==> src/rtl/video_timing_gen.sv <==
// video_timing_gen
//   Pixel-clock timing generator. Produces HS/VS/DE, active-pixel X/Y,
//   start-of-frame and end-of-line strobes for three built-in presets
//   (800x600, 1024x768, 1280x720) or a runtime-programmable custom mode.
//   The timing configuration is latched every cycle during reset and on the
//   last cycle of every frame, so mode changes only take effect at a frame
//   boundary. An invalid custom request is refused and flagged.
// Ports:
//   I_pxl_clk            pixel clock
//   I_rst                synchronous reset, active-high
//   I_mode               0=800x600 1=1024x768 2=1280x720 3=custom
//   I_h_*/I_v_*          custom total/sync/back-porch/resolution
//   I_hs_pol/I_vs_pol    custom sync polarity (1 = positive)
//   O_de/O_hs/O_vs       data enable and polarity-applied syncs
//   O_x/O_y              active coordinates (0 outside active video)
//   O_sof/O_eol          first pixel of frame / last pixel of line strobes
//   O_mode_active        mode currently being generated
//   O_cfg_err            sticky: a custom configuration was rejected
module video_timing_gen #(
  parameter int CNT_WIDTH = 12,
  parameter int XY_WIDTH  = 11
) (
  input  logic                 I_pxl_clk,
  input  logic                 I_rst,
  input  logic [1:0]           I_mode,
  input  logic [CNT_WIDTH-1:0] I_h_total,
  input  logic [CNT_WIDTH-1:0] I_h_sync,
  input  logic [CNT_WIDTH-1:0] I_h_bporch,
  input  logic [CNT_WIDTH-1:0] I_h_res,
  input  logic [CNT_WIDTH-1:0] I_v_total,
  input  logic [CNT_WIDTH-1:0] I_v_sync,
  input  logic [CNT_WIDTH-1:0] I_v_bporch,
  input  logic [CNT_WIDTH-1:0] I_v_res,
  input  logic                 I_hs_pol,
  input  logic                 I_vs_pol,
  output logic                 O_de,
  output logic                 O_hs,
  output logic                 O_vs,
  output logic [XY_WIDTH-1:0]  O_x,
  output logic [XY_WIDTH-1:0]  O_y,
  output logic                 O_sof,
  output logic                 O_eol,
  output logic [1:0]           O_mode_active,
  output logic                 O_cfg_err
);

  // One extra bit so sync+bporch+res cannot wrap.
  localparam int SW = CNT_WIDTH + 1;

  typedef struct packed {
    logic [CNT_WIDTH-1:0] h_total;
    logic [CNT_WIDTH-1:0] h_sync;
    logic [CNT_WIDTH-1:0] h_bporch;
    logic [CNT_WIDTH-1:0] h_res;
    logic [CNT_WIDTH-1:0] v_total;
    logic [CNT_WIDTH-1:0] v_sync;
    logic [CNT_WIDTH-1:0] v_bporch;
    logic [CNT_WIDTH-1:0] v_res;
    logic                 hs_pol;
    logic                 vs_pol;
  } timing_t;

  function automatic timing_t preset_cfg(input logic [1:0] mode);
    timing_t t;
    case (mode)
      2'd1: t = '{CNT_WIDTH'(1344), CNT_WIDTH'(136), CNT_WIDTH'(160), CNT_WIDTH'(1024),
                  CNT_WIDTH'(806), CNT_WIDTH'(6), CNT_WIDTH'(29), CNT_WIDTH'(768), 1'b1, 1'b1};
      2'd2: t = '{CNT_WIDTH'(1650), CNT_WIDTH'(40), CNT_WIDTH'(220), CNT_WIDTH'(1280),
                  CNT_WIDTH'(750), CNT_WIDTH'(5), CNT_WIDTH'(20), CNT_WIDTH'(720), 1'b1, 1'b1};
      default: t = '{CNT_WIDTH'(1056), CNT_WIDTH'(128), CNT_WIDTH'(88), CNT_WIDTH'(800),
                     CNT_WIDTH'(628), CNT_WIDTH'(4), CNT_WIDTH'(23), CNT_WIDTH'(600), 1'b1, 1'b1};
    endcase
    return t;
  endfunction

  // A start beyond total is rejected on its own, so start+res only has to
  // fit when start <= total, which the extra bit guarantees.
  function automatic logic cfg_valid(input timing_t t);
    logic [SW-1:0] h_start;
    logic [SW-1:0] v_start;
    logic          nz;
    logic          fit;
    h_start = SW'(t.h_sync) + SW'(t.h_bporch);
    v_start = SW'(t.v_sync) + SW'(t.v_bporch);
    nz  = (t.h_total != {CNT_WIDTH{1'b0}}) && (t.h_res != {CNT_WIDTH{1'b0}}) &&
          (t.v_total != {CNT_WIDTH{1'b0}}) && (t.v_res != {CNT_WIDTH{1'b0}}) &&
          (t.h_sync  != {CNT_WIDTH{1'b0}}) && (t.v_sync != {CNT_WIDTH{1'b0}});
    fit = (h_start <= SW'(t.h_total)) && ((h_start + SW'(t.h_res)) <= SW'(t.h_total)) &&
          (v_start <= SW'(t.v_total)) && ((v_start + SW'(t.v_res)) <= SW'(t.v_total));
    return nz && fit;
  endfunction

  timing_t              cfg_r;
  logic [1:0]           mode_r;
  logic                 cfg_err_r;
  logic [CNT_WIDTH-1:0] h_cnt_r;
  logic [CNT_WIDTH-1:0] v_cnt_r;

  timing_t              req_s;
  logic                 req_ok_s;
  timing_t              nxt_cfg_s;
  logic [1:0]           nxt_mode_s;
  logic                 nxt_err_s;
  logic                 h_wrap_s;
  logic                 v_wrap_s;
  logic                 load_s;
  logic [SW-1:0]        h_pos_s;
  logic [SW-1:0]        v_pos_s;
  logic [SW-1:0]        h_start_s;
  logic [SW-1:0]        v_start_s;
  logic [SW-1:0]        h_end_s;
  logic [SW-1:0]        v_end_s;
  logic                 de_s;
  logic                 hs_act_s;
  logic                 vs_act_s;

  // Configuration requested by the current mode inputs.
  always_comb begin
    req_s = preset_cfg(2'd0);
    if (I_mode == 2'd3) begin
      req_s = '{I_h_total, I_h_sync, I_h_bporch, I_h_res,
                I_v_total, I_v_sync, I_v_bporch, I_v_res, I_hs_pol, I_vs_pol};
    end else begin
      req_s = preset_cfg(I_mode);
    end
  end

  assign req_ok_s = cfg_valid(req_s);

  // Value the config register takes on a load event.
  always_comb begin
    nxt_cfg_s  = cfg_r;
    nxt_mode_s = mode_r;
    nxt_err_s  = cfg_err_r;
    if (req_ok_s) begin
      nxt_cfg_s  = req_s;
      nxt_mode_s = I_mode;
      nxt_err_s  = 1'b0;
    end else if (I_rst) begin
      // Nothing valid to keep while in reset: fall back to 800x600.
      nxt_cfg_s  = preset_cfg(2'd0);
      nxt_mode_s = 2'd0;
      nxt_err_s  = 1'b1;
    end else begin
      nxt_cfg_s  = cfg_r;
      nxt_mode_s = mode_r;
      nxt_err_s  = 1'b1;
    end
  end

  assign h_wrap_s = (h_cnt_r == (cfg_r.h_total - CNT_WIDTH'(1)));
  assign v_wrap_s = (v_cnt_r == (cfg_r.v_total - CNT_WIDTH'(1)));
  assign load_s   = I_rst || (h_wrap_s && v_wrap_s);

  // Config register: reloaded during reset and on the last cycle of a frame.
  always_ff @(posedge I_pxl_clk) begin
    if (load_s) begin
      cfg_r     <= nxt_cfg_s;
      mode_r    <= nxt_mode_s;
      cfg_err_r <= nxt_err_s;
    end
  end

  // Horizontal/vertical position counters.
  always_ff @(posedge I_pxl_clk) begin
    if (I_rst) begin
      h_cnt_r <= {CNT_WIDTH{1'b0}};
      v_cnt_r <= {CNT_WIDTH{1'b0}};
    end else if (h_wrap_s) begin
      h_cnt_r <= {CNT_WIDTH{1'b0}};
      v_cnt_r <= v_wrap_s ? {CNT_WIDTH{1'b0}} : (v_cnt_r + CNT_WIDTH'(1));
    end else begin
      h_cnt_r <= h_cnt_r + CNT_WIDTH'(1);
    end
  end

  assign h_pos_s   = SW'(h_cnt_r);
  assign v_pos_s   = SW'(v_cnt_r);
  assign h_start_s = SW'(cfg_r.h_sync) + SW'(cfg_r.h_bporch);
  assign v_start_s = SW'(cfg_r.v_sync) + SW'(cfg_r.v_bporch);
  assign h_end_s   = h_start_s + SW'(cfg_r.h_res);
  assign v_end_s   = v_start_s + SW'(cfg_r.v_res);
  assign hs_act_s  = (h_cnt_r < cfg_r.h_sync);
  assign vs_act_s  = (v_cnt_r < cfg_r.v_sync);
  assign de_s      = (h_pos_s >= h_start_s) && (h_pos_s < h_end_s) &&
                     (v_pos_s >= v_start_s) && (v_pos_s < v_end_s);

  // Registered video outputs, one cycle behind the counters.
  always_ff @(posedge I_pxl_clk) begin
    if (I_rst) begin
      O_de  <= 1'b0;
      O_hs  <= ~nxt_cfg_s.hs_pol;
      O_vs  <= ~nxt_cfg_s.vs_pol;
      O_x   <= {XY_WIDTH{1'b0}};
      O_y   <= {XY_WIDTH{1'b0}};
      O_sof <= 1'b0;
      O_eol <= 1'b0;
    end else begin
      O_de  <= de_s;
      O_hs  <= ~(hs_act_s ^ cfg_r.hs_pol);
      O_vs  <= ~(vs_act_s ^ cfg_r.vs_pol);
      O_x   <= de_s ? XY_WIDTH'(h_pos_s - h_start_s) : {XY_WIDTH{1'b0}};
      O_y   <= de_s ? XY_WIDTH'(v_pos_s - v_start_s) : {XY_WIDTH{1'b0}};
      O_sof <= de_s && (h_pos_s == h_start_s) && (v_pos_s == v_start_s);
      O_eol <= de_s && (h_pos_s == (h_end_s - SW'(1)));
    end
  end

  assign O_mode_active = mode_r;
  assign O_cfg_err     = cfg_err_r;

endmodule

==> config.mk <==
export PLATFORM = sky130hd
export DESIGN_NAME = video_timing_gen
export DESIGN_NICKNAME = d
export VERILOG_FILES = /design/src/rtl/video_timing_gen.sv
export SDC_FILE = /design/constraint.sdc
export NUM_CORES = 1
export LEC_CHECK = 0
export ABC_AREA = 1
export BUFFER_PORTS_ARGS = -buffer_cell sky130_fd_sc_hd__buf_2
export CAP_MARGIN = 15
export CORE_ASPECT_RATIO = 1.25
export CORE_MARGIN = 1.5
export CORE_UTILIZATION = 60
export DETAILED_ROUTE_END_ITERATION = 8
export GPL_ROUTABILITY_DRIVEN = 1
export PLACE_DENSITY_LB_ADDON = 0.15
export SLEW_MARGIN = 20
export SYNTH_ARGS = -nofsm -noshare
export SYNTH_HDL_FRONTEND = slang
export SYNTH_SLANG_ARGS = --single-unit
==> constraint.sdc <==
create_clock -name I_pxl_clk -period 21.4 [get_ports I_pxl_clk]
set_input_delay 2.14 -clock I_pxl_clk [delete_from_list [all_inputs] [get_ports I_pxl_clk]]
set_output_delay 2.14 -clock I_pxl_clk [all_outputs]
set_load 0.02 [all_outputs]
=== Yosys cells after proc, flatten, opt, wreduce, memory -nomap -nowiden ===
Index checks and enable logic that the tools add are counted.

* Register bits: 152
* Input port bits: 102
* Output and inout port bits: 30

* Add/subtract/negate cells: 15
* Order comparisons: 10
* Equal/unequal tests: 8
* Multiplexer cells: 10
* Bitwise operators: 7
* Reductions and logical operators: 27

{| class="wikitable"
|+ Operators by type and width
! cell !! number
|-
| 2-to-1 mux 98 bit || 3
|-
| one-hot mux 96 bit (2 select lines) || 1
|-
| nonzero test 12 bit || 6
|-
| adder 12 x 12 -> 13 bit || 4
|-
| adder 13 x 12 -> 13 bit || 4
|-
| less-or-equal comparator 13 x 12 -> 1 bit || 4
|-
| equality test 12 x 13 -> 1 bit || 3
|-
| greater-or-equal comparator 12 x 13 -> 1 bit || 2
|-
| less-than comparator 12 x 13 -> 1 bit || 2
|-
| adder 12 x 1 -> 12 bit (second input constant) || 2
|-
| equality test 12 bit || 2
|-
| less-than comparator 12 bit || 2
|-
| subtractor 12 x 1 -> 12 bit (second input constant) || 2
|-
| subtractor 11 bit || 2
|-
| logical AND 1 bit || 16
|-
| subtractor 13 x 1 -> 13 bit (second input constant) || 1
|-
| 2-to-1 mux 12 bit || 1
|-
| NOT 1 bit || 5
|-
| equality test 2 bit (second input constant) || 2
|-
| 2-to-1 mux 2 bit || 2
|-
| OR reduction 2 bit || 2
|-
| 2-to-1 mux 1 bit || 3
|-
| equality test 2 x 1 -> 1 bit (second input constant) || 1
|-
| AND reduction 2 bit || 1
|-
| 3 further kinds || 4
|}

=== Logic depth before layout (Yosys ltp) ===
* Depth in word-level cells: 13
* Gate-level depth with buffers: 37
* Depth with buffers taken out: 33

=== Worst setup path after synthesis ===
No wires, ideal clock.

* Path type: input-to-reg
* From: in I_mode[0]
* To: reg mode_r[0] (netlist: O_mode_active[0]) (enable)
* Setup time: 0.690 ns
* Arrival time: 13.344 ns
* Data required time: 20.710 ns
* Setup slack: 7.367 ns
* Cell stages on the path: 35
* Path buffers: 5
* Cells stage by stage: ha_1 -> buf_2 -> buf_4 -> clkbuf_1 -> buf_1 -> nand2_1 -> inv_1 -> ha_1 -> ha_1 -> inv_1 -> nand2_1 -> nand3_1 -> nand2_2 -> a21oi_1 -> xnor2_1 -> ha_1 -> a21oi_1 -> o21ai_0 -> a21oi_1 -> nor2_1 -> o21ai_0 -> nand2_1 -> a21oi_1 -> nor2_1 -> nor2_1 -> xnor2_1 -> ha_1 -> o21ai_0 -> nand3_1 -> nor2_1 -> nand2_1 -> o21ai_2 -> nand3_4 -> buf_6 -> o21ai_0

* Longest elaborated chain between the ends: 12

{| class="wikitable"
|+ Ends and longest elaborated chain
! what !! RTL line !! text
|-
| from (decl) || 25 || <nowiki>input logic [1:0] I_mode,</nowiki>
|-
| equality test 2 bit / equality test 2 x 1 -> 1 bit (equally long branches) || 65 || <nowiki>case (mode)</nowiki>
|-
| one-hot mux 96 bit (2 select lines) || 65 ||
|-
| 2-to-1 mux 98 bit * || 120 || <nowiki>if (I_mode == 2'd3) begin</nowiki>
|-
| adder 12 x 12 -> 13 bit / nonzero test 12 bit (equally long branches) || 83, 85 ||
|-
| adder 13 x 12 -> 13 bit / logical AND 1 bit (equally long branches) || 88, 85 ||
|-
| less-or-equal comparator 13 x 12 -> 1 bit / logical AND 1 bit (equally long branches) || 88, 85 ||
|-
| logical AND 1 bit (on tied branches) (2 in series) || 88, 86 ||
|-
| logical AND 1 bit (on tied branches) || 89, 87 ||
|-
| logical AND 1 bit * || 90 || <nowiki>return nz && fit;</nowiki>
|-
| nonzero test 2 bit (no line) * || - ||
|-
| AND reduction 2 bit (no line) * || - ||
|-
| to (signal assigned) || 159 || <nowiki>mode_r <= nxt_mode_s;</nowiki>
|-
| to (decl) || 94 || <nowiki>logic [1:0] mode_r;</nowiki>
|}

Mark *: on every way between the ends. The rest lies on a longest branch, timed or not.
A chain may end at the register's enable or synchronous reset.

==> reports/results.ini <==
[layout]
multiInputGateArea_sq_um=9766
number_of_nets_at_the_end_of_the_flow=2548
insertedDiodeCount=0
area.growth.synth_to_final_pct=9.653
sequential_cell_area_sq_um=4054
final.fill_count=2222
layout.core_utilization_pct=67.37
final_layout_size_suffix_gt1_share_pct=8.577

[global_routing]
first_global_vias=13393
grt_first_pass_wirelength_microns=64070
grt_antenna_before_repair=0
total_global_route_track_usage_pct=30.34
grt_remaining_overflow=0
grt_max_degree=100

[timing]
clock-skew-final_ps=10.36
post-route-min-period_ps=9338
final-setup-viol-count=0
final_hold_fails=0
maxSlewViolCount=0
grt_setup_unrepaired=no
max_clock_freq_mhz=107.1
setup_tns_ps=0
relSlewSlack_pct=32.19
finalHoldWorstSlack_ps=483.8
period_share_pct=43.63
worst-slew-pin-transition_ps=1012

[clock_tree]
worst_skew_pair.late_latency_ps=430
tritoncts.num_buffers=17
cts_num_sinks=152
cts_max_path_buffers=2
cts_setup_buffers=0
cts.clk_slew.worst_paths_ps=60
cts.hold.buffers_added=0
cts_htree_levels=4
cts.root.buffer_cell=sky130_fd_sc_hd__clkbuf_16
tritoncts=built
post_cts_resized=0

[setup_path]
rrSetupSlack_ps=15920
critical_path.max_stage_delay_ps=880
timing.rr.start=cfg_r[75]$_DFFE_PP_
critical_path.endpoint=cfg_r[44]$_DFFE_PP_
worst-setup-path-type=input pin to flop
depth_of_the_most_critical_reg_to_reg_path=26
crit_path_start=I_mode[1]
critical-path-top-cell-by-count=sky130_fd_sc_hd__nand2_1
timing.critical_path.fanout_max=99
critical-path-slowest-cell=sky130_fd_sc_hd__nand2_1
critical_path.endpoint_type=flop
r2r-end=O_x[0]$_SDFF_PP0_
worst-endpoint-arrival_ps=9460
crit_path_start_kind=input pin
critPathRequiredTime_ps=21520

[floorplanning]
boundaryPins=132
placement_rows=64
die-area_sq_um=26220
die_h_microns=180.7
initial_core_util_pct=61.43
design.core.area_sq_um=24660
die_x_microns=145.1

[yosys]
synth_seq_cells=152
synth_area_per_cell_sq_um=7.229
post_synth_inst_count=2096
synthDominantAreaCellType=sky130_fd_sc_hd__edfxtp_1
synth.most_common_cell=sky130_fd_sc_hd__nand2_1
area_fraction_of_the_dominant_cell_type_after_synthesis_pct=20.02
post_synth_instance_area_sq_um=15150
synth_top_cells_by_count=444 x sky130_fd_sc_hd__nand2_1, 305 x sky130_fd_sc_hd__inv_1, 255 x sky130_fd_sc_hd__nor2_1
yosys_most_used_dff=sky130_fd_sc_hd__edfxtp_1
synthDistinctLibCells=48
synth.yosys.seq_area_share_pct=26.75
synth.area.top_cells=sky130_fd_sc_hd__edfxtp_1 20%, sky130_fd_sc_hd__ha_1 18%, sky130_fd_sc_hd__nand2_1 11%
synthesis.yosys.warnings=0
postSynthNetCount=2430
postSynth.asyncResetShare_pct=0
post_synth_edffs=101

[place]
portBuffers=131
hpwl_detailed_microns=31990
routabilityCongestion=1.029

[power_and_ir_drop]
power_density_nw_per_um2=71.71
leak_pwr_nw=8.596
worst_ir_drop_vdd_v=0.00005195

[routing]
route.antenna.remaining_nets=0
via_count=14124
drc_violations_left=0
average_wire_length_per_cell_after_detail_routing_microns=15.36
first_pass_iters=8
final_wirelength_microns=39270
detail_route.iter0.violations=1058
via_per_inst=5.524

[hold_path]
holdCritPathClass=flop to flop

[outcome]
run_status=complete, no violations

[job]
maxCapViolCount=0

-- logic make-up (layout without fill, tap and decap cells) --
family / Yosys count / count (layout) / synth area share [%]
simple gates: 929 / 929 / 25.74
buf+inv: 344 / 475 / 8.885
compound gates: 291 / 291 / 10.46
fa+ha+maj: 232 / 232 / 19.60
flops: 152 / 152 / 26.75
xor+xnor: 148 / 148 / 8.555
-- per-layer routing --
layer / part of all wire [%] / vias to the layer above / track usage, %
met5: 0 / - / 0
met4: 3.1 / 0 / 11.59
met3: 6.4 / 80 / 3.772
met2: 47 / 488 / 50.87
met1: 44 / 6411 / 39.99
li1: - / 7145 / -
-- power by group --
part | switching (mW) | internal (mW)
combinational | 0.355 | 0.205
sequential | 0.0145 | 0.339
clock | 0.128 | 0.150
total | 0.497 | 0.694
-- through the flow --
step           instances  worst slack [ps]  area, sq um  power (mW)
6_report            2557             12060        16610       1.191
5_1_grt             2557             11350        16610       1.287
4_1_cts             2557             12220        16610       1.185
3_5_place_dp        2525             11770        16070      0.9062
3_3_place_gp        2525             12070        16070      0.8889
2_1_floorplan       2096              7367        15150      0.7904
-- worst min path at each step --
| stage | start | to | slack [ps] | cells after the start |
|---|---|---|---|---|
| after floorplan | h_cnt_r[0]$_SDFF_PP0_ | h_cnt_r[0]$_SDFF_PP0_ | 440 | 1 |
| after global placement | h_cnt_r[0]$_SDFF_PP0_ | h_cnt_r[0]$_SDFF_PP0_ | 460 | 1 |
| after detailed placement | h_cnt_r[0]$_SDFF_PP0_ | h_cnt_r[0]$_SDFF_PP0_ | 470 | 1 |
| after CTS | h_cnt_r[0]$_SDFF_PP0_ | h_cnt_r[0]$_SDFF_PP0_ | 490 | 1 |
| after global routing | h_cnt_r[0]$_SDFF_PP0_ | h_cnt_r[0]$_SDFF_PP0_ | 510 | 1 |
| final | h_cnt_r[0]$_SDFF_PP0_ | h_cnt_r[0]$_SDFF_PP0_ | 480 | 1 |
-- area by class of cell --
type / count / area share [%]
multi-input cells: 1600 / 58.78
flip-flops and latches: 152 / 24.40
inverters: 308 / 6.958
repair buffers: 135 / 4.127
clock buffers: 17 / 2.560
well taps: 330 / 2.485
clock inverters: 15 / 0.6928
-- critical path: cells and delay by family --
kind | cells | cell delay [ps]
fa+ha+maj | 5 | 1150
simple gates | 12 | 2850
buf+inv | 5 | 1380
xor+xnor | 2 | 360
compound gates | 9 | 1560
-- cell usage in the layout, fill, tap and decap left out, types with 4 or more instances in the layout --
cell type and n:
sky130_fd_sc_hd__nand2_1 444, sky130_fd_sc_hd__inv_1 305, sky130_fd_sc_hd__nor2_1 255, sky130_fd_sc_hd__ha_1 222, sky130_fd_sc_hd__a21oi_1 159, sky130_fd_sc_hd__buf_2 131
sky130_fd_sc_hd__nand3_1 119, sky130_fd_sc_hd__xor2_1 104, sky130_fd_sc_hd__edfxtp_1 101, sky130_fd_sc_hd__o21ai_0 70, sky130_fd_sc_hd__dfxtp_1 51, sky130_fd_sc_hd__xnor2_1 44
sky130_fd_sc_hd__nor3_1 40, sky130_fd_sc_hd__nand4_1 33, sky130_fd_sc_hd__clkbuf_16 17, sky130_fd_sc_hd__o21bai_1 13, sky130_fd_sc_hd__o21ai_1 13, sky130_fd_sc_hd__fa_1 9
sky130_fd_sc_hd__nand3b_1 8, sky130_fd_sc_hd__nor4_1 7, sky130_fd_sc_hd__or2_2 6, sky130_fd_sc_hd__inv_6 5, sky130_fd_sc_hd__a21o_1 4, sky130_fd_sc_hd__a31oi_1 4
sky130_fd_sc_hd__a21boi_0 4, sky130_fd_sc_hd__o211ai_1 4, sky130_fd_sc_hd__o2111ai_1 4, sky130_fd_sc_hd__buf_4 4
-- flip-flops by register name (all words and copies together), names as in the netlist --
register and count:
O_cfg_err 1, O_de 1, O_eol 1, O_hs 1, O_mode_active 2, O_sof 1, O_vs 1, O_x 11
O_y 11, cfg_r 98, h_cnt_r 12, v_cnt_r 12
No activity file was read; power rests on OpenSTA's default activity.
